$ cat src/rtl/pipe_hazard_ctrl.sv
// Stall/flush controller for a 5-stage pipe: per-cycle load/squash enables for PC and
// pipe registers, plus saturating stall and flush counters for performance debug.
module pipe_hazard_ctrl #(
    parameter int CNT_W = 16
) (
    input  logic             i_clk,
    input  logic             i_reset,
    input  logic             i_icache_resp,
    input  logic             i_dmem_req,
    input  logic             i_dcache_resp,
    input  logic             i_idex_load,
    input  logic [2:0]       i_idex_dest,
    input  logic [2:0]       i_ifid_src1,
    input  logic [2:0]       i_ifid_src2,
    input  logic             i_ifid_use_src1,
    input  logic             i_ifid_use_src2,
    input  logic             i_redirect,
    output logic             o_load_pc,
    output logic             o_load_ifid,
    output logic             o_load_idex,
    output logic             o_load_exme,
    output logic             o_load_mewb,
    output logic             o_squash_ifid,
    output logic             o_squash_idex,
    output logic             o_squash_exme,
    output logic             o_pc_sel_redirect,
    output logic [CNT_W-1:0] o_stall_count,
    output logic [CNT_W-1:0] o_flush_count
);

    // state      | meaning
    // RUN        | normal operation, hazards resolved in priority order
    // FLUSH_WAIT | wrong-path fetch still in flight; discard its response
    typedef enum logic {
        RUN        = 1'b0,
        FLUSH_WAIT = 1'b1
    } state_t;

    state_t           r_state;
    logic [CNT_W-1:0] r_stall_count;
    logic [CNT_W-1:0] r_flush_count;

    logic w_mem_stall;
    logic w_luh;
    logic w_redirect_accept;
    logic w_enter_flush_wait;

    assign w_mem_stall = i_dmem_req & ~i_dcache_resp;
    assign w_luh = i_idex_load &
                   ((i_ifid_use_src1 & (i_ifid_src1 == i_idex_dest)) |
                    (i_ifid_use_src2 & (i_ifid_src2 == i_idex_dest)));

    // A redirect held during a dcache miss is only accepted once the access completes.
    assign w_redirect_accept  = (r_state == RUN) & ~w_mem_stall & i_redirect;
    assign w_enter_flush_wait = w_redirect_accept & ~i_icache_resp;

    always_comb begin
        o_load_pc         = 1'b1;
        o_load_ifid       = 1'b1;
        o_load_idex       = 1'b1;
        o_load_exme       = 1'b1;
        o_load_mewb       = 1'b1;
        o_squash_ifid     = 1'b0;
        o_squash_idex     = 1'b0;
        o_squash_exme     = 1'b0;
        o_pc_sel_redirect = 1'b0;
        if (i_reset) begin
            o_load_pc     = 1'b0;
            o_load_ifid   = 1'b0;
            o_load_idex   = 1'b0;
            o_load_exme   = 1'b0;
            o_load_mewb   = 1'b0;
            o_squash_ifid = 1'b1;
            o_squash_idex = 1'b1;
            o_squash_exme = 1'b1;
        end else if (r_state == FLUSH_WAIT) begin
            o_load_pc     = 1'b0;
            o_squash_ifid = 1'b1;
        end else if (w_mem_stall) begin
            o_load_pc   = 1'b0;
            o_load_ifid = 1'b0;
            o_load_idex = 1'b0;
            o_load_exme = 1'b0;
            o_load_mewb = 1'b0;
        end else if (i_redirect) begin
            o_squash_ifid     = 1'b1;
            o_squash_idex     = 1'b1;
            o_squash_exme     = 1'b1;
            o_pc_sel_redirect = 1'b1;
        end else if (w_luh) begin
            o_load_pc     = 1'b0;
            o_load_ifid   = 1'b0;
            o_squash_idex = 1'b1;
        end else if (~i_icache_resp) begin
            o_load_pc     = 1'b0;
            o_squash_ifid = 1'b1;
        end
    end

    always_ff @(posedge i_clk) begin
        if (i_reset) begin
            r_state       <= RUN;
            r_stall_count <= '0;
            r_flush_count <= '0;
        end else begin
            case (r_state)
                RUN:        if (w_enter_flush_wait) r_state <= FLUSH_WAIT;
                FLUSH_WAIT: if (i_icache_resp)      r_state <= RUN;
                default:                            r_state <= RUN;
            endcase
            if (~o_load_pc && (r_stall_count != {CNT_W{1'b1}}))
                r_stall_count <= r_stall_count + 1'b1;
            if (w_redirect_accept && (r_flush_count != {CNT_W{1'b1}}))
                r_flush_count <= r_flush_count + 1'b1;
        end
    end

    assign o_stall_count = r_stall_count;
    assign o_flush_count = r_flush_count;

endmodule

$ cat config.mk
export PLATFORM = sky130hd
export DESIGN_NAME = pipe_hazard_ctrl
export DESIGN_NICKNAME = d
export VERILOG_FILES = /design/src/rtl/pipe_hazard_ctrl.sv
export SDC_FILE = /design/constraint.sdc
export NUM_CORES = 1
export LEC_CHECK = 0
export CAP_MARGIN = 20
export CORE_ASPECT_RATIO = 0.5
export CORE_MARGIN = 3
export CORE_UTILIZATION = 50
export CTS_BUF_LIST = sky130_fd_sc_hd__clkbuf_8
export CTS_CLUSTER_SIZE = 16
export DETAILED_ROUTE_END_ITERATION = 7
export PLACE_DENSITY = 0.86
export SYNTH_ARGS = -nofsm -noshare
export SYNTH_HDL_FRONTEND = slang
export SYNTH_SLANG_ARGS = --single-unit
$ cat constraint.sdc
create_clock -name i_clk -period 3.85 [get_ports i_clk]
set_clock_uncertainty 0.2 [all_clocks]
set_input_delay 0.9625 -clock i_clk [delete_from_list [all_inputs] [get_ports i_clk]]
set_output_delay 0.9625 -clock i_clk [all_outputs]
set_load 0.05 [all_outputs]
After elaboration in Yosys (flattened, before gate mapping)
Cells that the tools add are included.
{"block": "op_classes", "n_eq_ne": 4, "n_reduce_logical": 2, "n_addsub": 2, "bitwise": 13, "n_mux": 32}
{"op": "adder 16 x 1 -> 16 bit, second input constant", "n": 2}
{"op": "!= test 16 bit, second input constant", "n": 2}
{"op": "2-to-1 mux 1 bit", "n": 31}
{"op": "AND 1 bit", "n": 7}
{"op": "== test 3 bit", "n": 2}
{"op": "inverter 1 bit", "n": 5}
{"op": "logical AND 1 bit", "n": 2}
{"op": "one-hot mux 1 bit (2 select lines)", "n": 1}
{"op": "bitwise OR 1 bit", "n": 1}
{"block": "word_totals", "reg_bits": 33, "input_bits": 18, "elab_cells": 56}

Depth between registers and ports, before layout
{"block": "depth", "word_depth": 11, "mapped_depth": 9, "ltp_nobuf": 7}

Least setup slack after synthesis
OpenSTA, ideal clock, no wires.
{"block": "synth_path", "path_kind": "input-to-output", "from": "input port i_reset", "to": "output port o_load_idex", "stages": 4, "setup_slack_ns": 0.142, "arrival_ns": 2.545, "cell_sequence": "clkbuf_1 -> clkbuf_1 -> a21oi_1 -> buf_4"}
{"block": "synth_via", "elab_chain_cells": 1}
{"item": "from (decl)", "line": "7", "text": "input logic i_reset,"}
{"item": "2-to-1 mux 1 bit"}
{"item": "to (decl)", "line": "20", "text": "output logic o_load_idex,"}
Every way passes these cells.

Final worst setup path
{"block": "layout_path", "from": "input port i_idex_dest[0]", "to": "output port o_squash_ifid"}
{"block": "layout_via", "elab_chain_cells": 9}
{"item": "from (decl)", "line": "12", "text": "input logic [2:0] i_idex_dest,"}
{"item": "== test 3 bit (on tied branches)", "line": "50, 51"}
{"item": "AND 1 bit (on tied branches)", "line": "50, 51"}
{"item": "bitwise OR 1 bit (*)", "line": "50", "text": "((i_ifid_use_src1 & (i_ifid_src1 == i_idex_dest)) |"}
{"item": "AND 1 bit (*)", "line": "49", "text": "assign w_luh = i_idex_load &"}
{"item": "2-to-1 mux 1 bit (*)", "line": "90", "text": "end else if (w_luh) begin"}
{"item": "2-to-1 mux 1 bit (*)", "line": "85", "text": "end else if (i_redirect) begin"}
{"item": "2-to-1 mux 1 bit (*)", "line": "79", "text": "end else if (w_mem_stall) begin"}
{"item": "2-to-1 mux 1 bit (*)", "line": "76", "text": "end else if (r_state == FLUSH_WAIT) begin"}
{"item": "2-to-1 mux 1 bit (*)", "line": "67", "text": "if (i_reset) begin"}
{"item": "to (decl)", "line": "23", "text": "output logic o_squash_ifid,"}
Mark *: on every way between the ends. The rest lies on a longest branch, timed or not.

==> results.ini <==
[run_status]
status=completed

[global_route]
grt_pass1_wl_um=7040
busiest_layer=met2
use_met1=0.230
grt_max_degree=24
first_global_vias=1581
met2_usage=0.407
grt_overflow=0
grt_use_total=0.205
antenna_found_initial=0
use_met3=0.0539

[clocking]
clkSinkCount=33
clk_path_buf_depth=2
cts_root_buf=clkbuf_8
post_cts_resized=0
cts_setup_buffers=0
cts_buffers=5
htree_levels=2
insertion_delay_ns=0.28
path_clk_slew_ns=0.07
ctsHoldBuffers=0
cts_tree=done

[worst_setup_path]
cp_top_family=buffers and inverters
path_cells=clkdlybuf4s50_1 -> xnor2_1 -> nand4_1 -> a21oi_2 -> nor2_1 -> a211o_1 -> buf_12
crit_cells=7
endpoint_kind=output pin
r2r_start=o_stall_count[0]
cp.arrival_ns=2.49
crit_path_start=i_idex_dest[0]
worst_path_max_delay_cell=clkdlybuf4s50_1
regToRegEndpoint=o_stall_count[1]
setup.worst_path.end=o_squash_ifid
rr_worst_depth=8
path_class=primary input to output pin
required_ns=2.69
r2r_slack_ns=1.33
cp-start-kind=primary input
critPathBufInv=2
critPathMaxStageDelay_ns=0.52
cp_max_fo=2

[route]
wire_per_inst_um=13.9
drcViolationCount=0
vias_per_cell=5.36
first_pass_iters=4
routed-via-count=1706
wl_um=4410
ant_nets=0
dr.first_iter.drc_count=59

[sta]
min_period_ns=3.66
finalHoldViolations=0
fmax_ghz=0.274
timing.final.crit_share=0.950
rsz0062_at_grt=false
slew_violations=0
tns_ns=0
maxSlewHeadroom=0.510
tightest_slew_ns=0.735
setup_viol=0
fin_ws_ns=0.194

[floorplanning]
die_h_um=48.2
die-area_sq_mm=0.00435
core_area_sq_mm=0.00319
die-width_um=90.3
io_pins=59
start_util=0.557
rows=14

[final_layout]
fin_nets=289
diodes=0
mostFrequentLayoutCell=clkdlybuf4s50_1
layout_common_cells=49 x clkdlybuf4s50_1, 33 x dfxtp_1, 29 x nor2_1, 14 x a21oi_1, 13 x xnor2_1
areaGrowthSynthToFinish_pct=44.3
fillers=235
regArea_sq_um=661
drive_gt1_frac=0.111
multi_input_area_sq_mm=0.00103

[synthesis]
ys_seq_elements=33
ys_seq_area_frac=0.372
synth_area_sq_mm=0.00178
synth_warnings=0
syn_inst=209
syn_area_per_cell_sq_um=8.50
synth_edf_count=0
ys_types=42
ys_async_sr_fraction=0
synth_flop_cell=dfxtp_1
syn_nets=229

[pwr]
power.static_leakage_nw=0.902
ir_worst_vdd_v=0.000161
p_per_area_mw_per_mm2=299

[placed_design]
io_buffer_count=58
gp_congestion=0.777
post-dp-hpwl_um=3360
place_ws_ns=0.179

[worst_hold_path]
min-delay-start=o_stall_count[6]
hold_path.class=flop to flop

[flow_run]
cap_viol_max_count=0

==> cell usage after synthesis (3+ instances only) <==
library cell	n	share of area
o21ai_1	7	0.020
or4_1	5	0.021
nor2b_1	3	0.011
clkbuf_1	5	0.011
xnor2_1	13	0.064
a21oi_1	14	0.039
dfxtp_1	33	0.37
inv_1	9	0.019
nand4_1	7	0.025
xor2_1	8	0.039
nand2_1	10	0.021
nor2_1	29	0.061
or3_1	7	0.025
nand3_1	11	0.031
and3_1	7	0.025
nand2b_1	4	0.014
o31ai_1	5	0.021
==> sequential cells by signal, indices dropped and copies added, names as in the netlist <==
signal / flops
o_stall_count: 16
o_flush_count: 16
r_state: 1
==> worst register-to-register path, stage by stage (launching register included) <==
cell and delay (ns):
dfxtp_1 0.39, ha_1 0.20, nand3_1 0.13, inv_1 0.14, nand3_4 0.14, o32ai_4 0.69, buf_4 0.28, mux2i_1 0.19
nor2_1 0.05
==> logic make-up (layout without fill, tap and decap cells) <==
kind of cell | count (synthesis) | after routing | share of synthesized area
AND/OR/NAND/NOR | 98 | 98 | 0.306
XOR/XNOR | 21 | 21 | 0.104
AO/OA/AOI/OAI | 33 | 33 | 0.128
flip-flops | 33 | 33 | 0.372
multiplexers | 4 | 4 | 0.0261
buffers and inverters | 18 | 79 | 0.0507
adder cells (fa/ha/maj) | 2 | 2 | 0.0141
==> through the flow <==
| stage | hold slack, ns | power (mW) | std cells | area (sq um) | util |
|---|---|---|---|---|---|
| after floorplan | 0.326 | 0.457 | 209 | 1780 | - |
| after global placement | 0.290 | 0.524 | 310 | 2480 | 0.778 |
| after detailed placement | 0.303 | 0.527 | 310 | 2480 | 0.778 |
| after CTS | 0.313 | 0.774 | 318 | 2560 | 0.804 |
| after global routing | 0.334 | 0.792 | 318 | 2560 | 0.804 |
| final | 0.307 | 0.767 | 318 | 2560 | 0.804 |
==> routing by layer <==
metal	wire, um	vias up
li1	-	857
met1	1950	804
met2	2280	40
met3	152	5
met4	25	0
met5	0	-
==> worst min-delay path by stage <==
stage,to,slack (ns),cells past startpoint
floorplan,r_state,0.33,2
global placement,o_stall_count[15],0.29,2
detailed placement,o_stall_count[6],0.30,2
CTS,o_stall_count[6],0.31,2
global route,o_stall_count[15],0.33,2
finish,o_stall_count[6],0.31,2
==> layout make-up <==
class | count | area share
repair buffers | 62 | 0.273
clock buffers | 5 | 0.0268
multi-input cells | 158 | 0.400
inverters | 9 | 0.0132
flip-flops and latches | 33 | 0.258
well taps | 48 | 0.0234
clock inverters | 3 | 0.00537
==> power breakdown <==
part | internal (mW) | switching, mW | leakage (nW)
logic | 0.0730 | 0.0904 | 0.586
clock network | 0.122 | 0.126 | 0.0491
registers | 0.348 | 0.00753 | 0.267
No activity file was read; power rests on OpenSTA's default activity.
